<file path="config.mk">
export PLATFORM = sky130hd
export DESIGN_NAME = wb_stage
export DESIGN_NICKNAME = d
export VERILOG_FILES = /design/src/rtl/wb_stage.sv
export SDC_FILE = /design/constraint.sdc
export NUM_CORES = 1
export LEC_CHECK = 0
export CORE_AREA = 2 2 136 138
export DETAILED_ROUTE_END_ITERATION = 12
export DIE_AREA = 0 0 138 140
export GPL_ROUTABILITY_DRIVEN = 0
export MAX_ROUTING_LAYER = met4
export PLACE_DENSITY_LB_ADDON = 0.3
export RECOVER_POWER = 100
export SYNTH_ARGS = -nofsm -noshare
export SYNTH_HDL_FRONTEND = slang
export SYNTH_SLANG_ARGS = --single-unit
</file>
<file path="constraint.sdc">
create_clock -name clk -period 5.4 [get_ports clk]
set_clock_uncertainty 0.1 [all_clocks]
set_input_delay 0.54 -clock clk [delete_from_list [all_inputs] [get_ports clk]]
set_output_delay 0.54 -clock clk [all_outputs]
set_load 0.02 [all_outputs]
</file>
<file path="src/rtl/wb_stage.sv">
// Write-back / exception-commit stage: retires to the RF or traps and drains.
// Optional macro WB_MINSTRET_EN builds the 64-bit minstret counter.
module wb_stage #(
  parameter logic [31:0] TRAP_VEC     = 32'h0000_0100,
  parameter int unsigned DRAIN_CYCLES = 3
) (
  input  logic        clk,
  input  logic        reset,
  input  logic        valid_in,
  output logic        ready_out,
  input  logic [31:0] PC_MEM,
  input  logic [31:0] IR_MEM,
  input  logic [5:0]  rd_addr_MEM,
  input  logic [31:0] rd_data_MEM,
  input  logic        rd_access_MEM,
  input  logic [31:0] mem_addr_MEM,
  input  logic        mem_store_MEM,
  input  logic        illegal_inst_MEM,
  input  logic        maligned_inst_addr_MEM,
  input  logic        maligned_data_addr_MEM,
  input  logic [1:0]  imem_axi_rresp_MEM,
  input  logic [1:0]  dmem_axi_rresp_MEM,
  input  logic [1:0]  dmem_axi_bresp_MEM,
  output logic [5:0]  rd_addr_WB,
  output logic [31:0] rd_data_WB,
  output logic        rd_access_WB,
  output logic        trap_taken,
  output logic [31:0] trap_addr,
  input  logic        trap_ack,
  output logic [31:0] mepc,
  output logic [31:0] mtval,
  output logic [3:0]  mcause,
  output logic [63:0] minstret
);

  localparam logic [1:0] RUN      = 2'd0;
  localparam logic [1:0] REDIRECT = 2'd1;
  localparam logic [1:0] DRAIN    = 2'd2;

  localparam logic [3:0] DRAIN_W = 4'(DRAIN_CYCLES);

  logic [1:0]  state;
  logic [3:0]  drain_cnt;
  logic        is_load;
  logic        mem_op;
  logic        fault;
  logic [3:0]  cause;
  logic [31:0] tval;
  logic        unused_resp;

  assign ready_out = 1'b1;
  assign trap_addr = TRAP_VEC;

  // Only bit 1 of an AXI response distinguishes SLVERR/DECERR.
  assign unused_resp = ^{imem_axi_rresp_MEM[0],
                         dmem_axi_rresp_MEM[0],
                         dmem_axi_bresp_MEM[0]};

  always_comb begin
    is_load = (IR_MEM[6:0] == 7'b0000011);
    mem_op  = mem_store_MEM | is_load;
    fault   = 1'b1;
    cause   = 4'd0;
    tval    = PC_MEM;
    if (imem_axi_rresp_MEM[1]) begin
      cause = 4'd1;
      tval  = PC_MEM;
    end else if (illegal_inst_MEM) begin
      cause = 4'd2;
      tval  = IR_MEM;
    end else if (maligned_inst_addr_MEM) begin
      cause = 4'd0;
      tval  = PC_MEM;
    end else if (maligned_data_addr_MEM) begin
      cause = mem_store_MEM ? 4'd6 : 4'd4;
      tval  = mem_addr_MEM;
    end else if (mem_op && mem_store_MEM
                 && dmem_axi_bresp_MEM[1]) begin
      cause = 4'd7;
      tval  = mem_addr_MEM;
    end else if (mem_op && !mem_store_MEM
                 && dmem_axi_rresp_MEM[1]) begin
      cause = 4'd5;
      tval  = mem_addr_MEM;
    end else begin
      fault = 1'b0;
    end
  end

  always_ff @(posedge clk or negedge reset) begin
    if (!reset) begin
      state        <= RUN;
      drain_cnt    <= 4'd0;
      trap_taken   <= 1'b0;
      rd_access_WB <= 1'b0;
      rd_addr_WB   <= 6'd0;
      rd_data_WB   <= 32'd0;
      mepc         <= 32'd0;
      mcause       <= 4'd0;
      mtval        <= 32'd0;
    end else begin
      rd_access_WB <= 1'b0;
      case (state)
        RUN: begin
          if (valid_in) begin
            if (fault) begin
              mepc       <= PC_MEM;
              mcause     <= cause;
              mtval      <= tval;
              trap_taken <= 1'b1;
              state      <= REDIRECT;
            end else begin
              rd_access_WB <= rd_access_MEM
                              & (|rd_addr_MEM);
              rd_addr_WB   <= rd_addr_MEM;
              rd_data_WB   <= rd_data_MEM;
            end
          end
        end
        REDIRECT: begin
          if (trap_ack) begin
            trap_taken <= 1'b0;
            if (DRAIN_W == 4'd0) begin
              state <= RUN;
            end else begin
              drain_cnt <= DRAIN_W;
              state     <= DRAIN;
            end
          end
        end
        DRAIN: begin
          // Bubbles do not count; only real wrong-path slots do.
          if (valid_in) begin
            drain_cnt <= drain_cnt - 4'd1;
            if (drain_cnt <= 4'd1) begin
              state <= RUN;
            end
          end
        end
        default: state <= RUN;
      endcase
    end
  end

`ifdef WB_MINSTRET_EN
  logic commit;

  assign commit = (state == RUN) & valid_in & ~fault;

  always_ff @(posedge clk or negedge reset) begin
    if (!reset) begin
      minstret <= 64'd0;
    end else if (commit) begin
      minstret <= minstret + 64'd1;
    end
  end
`else
  assign minstret = 64'h0;
`endif

endmodule
</file>
==> flow_metrics.py <==
metrics = {
    "die": {
        "die-width_um": 138,
        "coreArea_sq_mm": 0.0178,
        "die_area_sq_mm": 0.0193,
        "initial_core_util_pct": 34.7,
        "die_h_um": 140,
        "std_cell_rows": 49,
        "io_pins": 354,
    },
    "timing": {
        "timing.fmax_mhz": 264,
        "whs_ns": 0.127,
        "worst_pin_slew_ns": 2.72,
        "finalSetupViolCount": 0,
        "hold_violations": 0,
        "finalSetupTns_ns": 0,
        "period_needed_ns": 3.79,
        "final_max_slew_viol_count": 125,
        "slew_headroom_pct": -81.4,
        "rsz0062_at_grt": "false",
        "period_share_pct": 70.1,
    },
    "status": {
        "violations": "capacitance limit, slew limit",
        "status": "finished with violations",
    },
    "power_and_ir_drop": {
        "vdd_drop_max_mv": 0.252,
        "p_per_area_mw_per_mm2": 491,
        "leakage_nw": 4.00,
    },
    "cts": {
        "cts-root-buf": "clkbuf_16",
        "clockBufferDepth": 2,
        "clk_pin_slew_ns": 0.06,
        "cts_hold_repair.buffers": 0,
        "cts_sinks": 113,
        "htree_num_levels": 4,
        "cts_tree": "built",
        "insertion_delay_ns": 0.41,
        "cts_buffers": 17,
        "postCtsSetupBuffers": 0,
        "cts_resized": 0,
    },
    "routing": {
        "wl_um": 18900,
        "drt_iter0_markers": 202,
        "vias": 5073,
        "antenna_left": 0,
        "viasPerCell": 4.88,
        "drt-pass1-iter-count": 4,
        "wl_per_cell_um": 18.2,
        "drc_errors": 0,
    },
    "layout": {
        "multi_input_area_sq_mm": 0.00261,
        "nets": 948,
        "area.growth.synth_to_final_pct": 43.7,
        "drive_gt1_share_pct": 10.7,
        "fillers": 1667,
        "layout.area.seq_sq_mm": 0.00283,
        "num_antenna_cells": 0,
    },
    "grt": {
        "grt_max_degree": 65,
        "grt_pass1_wl_um": 29000,
        "overflow": 0,
        "antenna_found_initial": 0,
        "grt_pass1_vias": 4984,
        "gr-usage-all-layers_pct": 19.9,
    },
    "synthesis": {
        "ys_warn_count": 0,
        "synth.cell_area_sq_mm": 0.00617,
        "syn_area_per_cell_sq_um": 11.0,
        "ys_async_sr_fraction_pct": 100,
        "synth-edff-count": 0,
        "synthFlopType": "dfrtp_1",
        "ys_seq_area_share_pct": 45.9,
        "synthCells": 559,
        "ys_types": 42,
        "synth_seq_cells": 113,
    },
    "worst_setup_path": {
        "end_kind": "flop",
        "worst-setup-path-type": "in2reg",
        "regToRegSetupSlack_ns": 2.32,
        "crit_required_ns": 5.64,
        "reg2reg_depth": 5,
        "arrival_ns": 4.03,
        "path_delay_family": "buffers and inverters",
        "cp_num_buf_inv": 2,
        "slowest_stage": "clkbuf_1",
        "start_kind": "input pin",
        "critical_path.cell_chain": "dlygate4sd3_1 > or4b_1 > o31ai_1 > clkbuf_1 > a32oi_1 > nand3_1",
        "cp_num_cells": 6,
        "max_stage_delay_ns": 1.45,
        "critPathMaxFanout": 33,
    },
    "job": {
        "cap_violations": 3,
    },
    "place": {
        "portBuffers": 252,
        "dp.final_hpwl_um": 13100,
    },
    "worst_hold_path": {
        "hp-class": "in2async",
    },
}
## worst paths after layout
kind	startpoint	to
max reg2reg	state[0]	mepc[0]
min	reset	mepc[3]
max in group asynchronous	reset	rd_data_WB[7]
min reg2reg	trap_taken	trap_taken
min in group clk	trap_taken	trap_taken
max	mem_store_MEM	mtval[0]
## cells by family (layout without fill, tap and decap cells)
kind of cell,count (synthesis),after routing,share of synthesized area (%)
AND/OR/NAND/NOR,114,114,9.82
other,2,98,0.122
XOR/XNOR,1,1,0.142
AO/OA/AOI/OAI,115,115,13.4
multiplexers,70,70,14.9
flip-flops,113,113,45.9
buffers and inverters,142,297,15.4
adder cells (fa/ha/maj),2,2,0.406
## metrics by stage
stage               utilization (%)  setup slack, ns  cells  area [sq um]  power (mW)
global route                   49.9             1.31   1039          8860        4.59
CTS                            50.8             2.44   1039          9040        4.67
detailed placement             47.8             2.01   1007          8490        3.60
global placement               47.8             2.01   1007          8490        3.59
floorplan                         -             2.98    655          6530        2.61
finish                         49.9             1.61   1039          8860        4.35
## state kept, by name (all words and copies together), names as in the netlist
name,cells
rd_addr_WB,6
mtval,32
mcause,3
trap_taken,1
rd_access_WB,1
mepc,32
state,2
drain_cnt,4
rd_data_WB,32
## cell type report
class | count | share of cell area [%]
flip-flops and latches | 113 | 31.9
multi-input cells | 400 | 29.5
repair buffers | 261 | 29.1
clock buffers | 18 | 4.84
well taps | 229 | 3.23
clock inverters | 14 | 1.31
inverters | 4 | 0.169
## power breakdown
part           leakage, nW  switching [mW]  internal, mW
registers             1.41           0.197          1.22
logic                 2.34            1.03         0.857
clock network        0.262           0.418         0.629
## Yosys cell counts, drive strengths merged (3+ instances only)
master | count | area (sq um)
a21oi | 7 | 35.0
a22o | 24 | 210
a32oi | 32 | 280
buf | 114 | 847
clkbuf | 24 | 90.1
dfrtp | 113 | 2830
inv | 4 | 15.0
mux2 | 70 | 916
nand2 | 22 | 82.6
nand3 | 65 | 325
nor2 | 5 | 21.3
nor3 | 4 | 20.0
o21ai | 42 | 210
o31ai | 3 | 36.3
## worst reg2reg max path, stage by stage, from the launching register on
cell	delay [ns]
dfrtp_1	0.56
or3b_1	0.41
nor4_1	0.15
nor2_1	0.83
buf_4	0.52
mux2_2	0.39
## cell usage in the layout (no fill, tap or decap), types with 3 or more instances in the layout
cell type and instances:
buf_4 8, nor2_1 4, clkinvlp_4 4, inv_1 4, o31ai_1 3, mux2_1 29, mux2_2 39, a32oi_1 32
dfrtp_1 113, clkinv_2 6, o21ai_0 42, clkbuf_16 17, clkdlybuf4s50_1 139, clkbuf_1 3, nor3_1 4, a22o_1 24
nand2_1 22, conb_1 98, dlygate4sd3_1 111, a21oi_1 6, nand3_1 65
## routing by layer
metal	wire, um	vias up	GRT usage (%)	part of all wire, %
li1	-	2323	-	-
met5	0	-	-	0
met3	1140	26	4.34	6.0
met1	8290	2470	25.4	44
met4	336	0	7.09	1.8
met2	9170	254	31.3	48
(Power assumes the default switching activity.)
==> edit: new RTL, same settings <==
Build with the macro `WB_MINSTRET_EN` defined.
--- a/src/rtl/wb_stage.sv
+++ b/src/rtl/wb_stage.sv
@@ -1,4 +1,6 @@
 // Write-back / exception-commit stage: retires to the RF or traps and drains.
 // Optional macro WB_MINSTRET_EN builds the 64-bit minstret counter.
+`define WB_MINSTRET_EN
+
 module wb_stage #(
   parameter logic [31:0] TRAP_VEC     = 32'h0000_0100,
Formal check against the unedited RTL: not equivalent (a bounded check fails within 4 cycles, from zero or initial values and one cycle with reset low).
==> edit against the original RTL <==
- cell area grew 39%
- critical endpoint is now mepc[3]$_DFFE_PN0P_
- total power increased by 19%
- area after synthesis increased by 39%
- register-to-register slack got worse by 0.02 ns
- sequential cell count up 64
- wire length increased by 28%
- global-route usage increased by 6.4 points
- the flow still finishes with violations (capacitance limit, slew limit)
- setup slack lost 0.36 ns
- maximum frequency decreased by 8.7%
==> edit: results (changes against the original RTL) <==
| Metric | Value |
|---|---|
| Clock Path Buffers | `2 (unchanged)` |
| Post-synthesis cell type count | `55 (+31%)` |
| Worst-path clk slew | `0.07 ns` |
| Post-synthesis sequential area ratio | `0.5163 (+0.05766)` |
| Post-synth top flop | `dfrtp_1` |
| Crit. Startpoint | `IR_MEM[4]` |
| Outcome | `complete, but fails checks` |
| Insertion delay to the later sink of the worst-skew pair | `0.42 ns` |
| # diodes | `0 (unchanged)` |
| Violated checks | `capacitance limit, slew limit` |
| Setup TNS | `0 ns (unchanged)` |
| Peak VDD IR | `0.2738 mV (+8.8%)` |
| Drt initial violations | `348 (+72%)` |
| Yosys Warn Count | `0 (unchanged)` |
| WL final | `24300 µm (+28%)` |
| Post-synth ARST share | `1.000 (unchanged)` |
| Reg with most FFs | `minstret` |
| Number of max-cap violations | `3 (unchanged)` |
| Dpl hpwl | `17860 µm (+36%)` |
| Largest register FFs | `64` |
| Worst Path Max Fanout | `35 (+6.1%)` |
| Initial DRT Pass Iterations | `5 (+1)` |
| Reg2reg start | `state[0]$_DFFE_PN0P_` |
| Largest net degree at the start of global routing | `100 (+54%)` |
| IO buf count | `316 (+25%)` |
| H-tree depth | `4 (unchanged)` |
| FILL cells | `1351 (-19%)` |
| Min-delay worst type | `register to register` |
| First-pass GRT wire length | `39520 µm (+36%)` |
| Post-CTS Setup Bufs | `0 (unchanged)` |
| Final max-slew violation count | `180 (+44%)` |
| Lkg Pwr | `5.846 nW (+46%)` |
| Vias/cell | `5.229 (+7.1%)` |
| Commonest cells post-synth | `dfrtp_1 (177), nand2_1 (165), nor2_1 (54)` |
| Ranking of synthesized cells by area | `dfrtp_1 (52%), nand2_1 (7.2%), mux2_2 (5.1%)` |
| Share of cells above drive strength 1 | `0.08058 (-0.02683)` |
| CTS Root Cell | `clkbuf_16` |
| Vias in the first global route | `7382 (+48%)` |
| Pre-CTS WS | `1.768 ns (-0.2386 ns)` |
| Worst-Margin Slew | `2.476 ns (-0.2447 ns)` |
| HP Start | `mepc[18]$_DFFE_PN0P_` |
| Initial antenna violation count | `0 (unchanged)` |
| All-Layer GR Usage | `0.2632 (+0.06433)` |
| Post-cts sizing count | `0 (unchanged)` |
| TritonCTS Buffers | `17 (unchanged)` |
| # nets final | `1318 (+39%)` |
==> edit: cell types whose count changed after synthesis, moves of 31 or more <==
cell / before / now
mux2_4: 34 / 0
a32oi_1: 32 / 0
nor2_1: 4 / 54
buf_4: 100 / 40
nor3_1: 4 / 35
nand2_1: 22 / 165
a21oi_1: 7 / 40
nand3_1: 65 / 23
o22ai_1: 0 / 31
dfrtp_1: 113 / 177
xor2_1: 0 / 45
nor2b_1: 2 / 34
==> edit: kinds of logic after synthesis <==
group / Yosys count / share of synthesized area
compound gates: 119 / 0.08211
xor+xnor: 64 / 0.06533
fa+ha+maj: 3 / 0.004376
buf+inv: 94 / 0.06140
flops: 177 / 0.5163
mux: 39 / 0.05119
other cells: 2 / 0.0008753
simple gates: 369 / 0.2185
==> edit: power breakdown <==
part / switching (W) / total [W] / leakage (nW) / internal [W]
clock network: 0.000542 / 0.00135 / 0.309 / 0.000809
logic: 0.00110 / 0.00192 / 3.30 / 0.000827
registers: 0.000211 / 0.00192 / 2.24 / 0.00171
total: 0.00185 / 0.00520 / 5.85 / 0.00335
==> edit: path summary, 6_finish.rpt <==
check / slack [ns] / endpoint / cells past startpoint
max: 1.25 / mepc[3]$_DFFE_PN0P_ / 7
min: 0.37 / mepc[18]$_DFFE_PN0P_ / 2
max reg2reg: 2.30 / mtval[31]$_DFFE_PN0P_ / 5
min reg2reg: 0.37 / mepc[18]$_DFFE_PN0P_ / 2
max in group asynchronous: 2.80 / rd_data_WB[26]$_DFFE_PN0P_ / 2
min in group asynchronous: 0.75 / minstret[14]$_DFFE_PN0P_ / 1
==> edit: critical path, cell delays in order <==
cell and delay, ns:
dlygate4sd3_1 0.56, nor4_1 0.60, nand3_1 0.55, a311oi_4 0.38
clkbuf_1 1.39, nand2_1 0.24, nand2_1 0.13
==> edit: through the flow <==
stage | instances | instance area (µm²)
after global placement | 1376 | 11750
after CTS | 1408 | 12400
after detailed placement | 1376 | 11750
after floorplan | 899 | 8700
after global routing | 1408 | 12300
final | 1408 | 12300
==> edit: layer usage <==
metal,global-route usage,wire [µm]
met5,-,0
met4,0.09452,696
met3,0.07077,1483
met2,0.4252,12090
met1,0.3207,10040
==> edit: layout make-up <==
class                      count  share of cell area
sequential                   177              0.3601
clock inverter                13             0.01607
multi-input combinational    628              0.2969
tap                          229             0.02329
clock buffer                  19             0.03682
inverter                      18            0.005493
timing repair buffer         324              0.2613
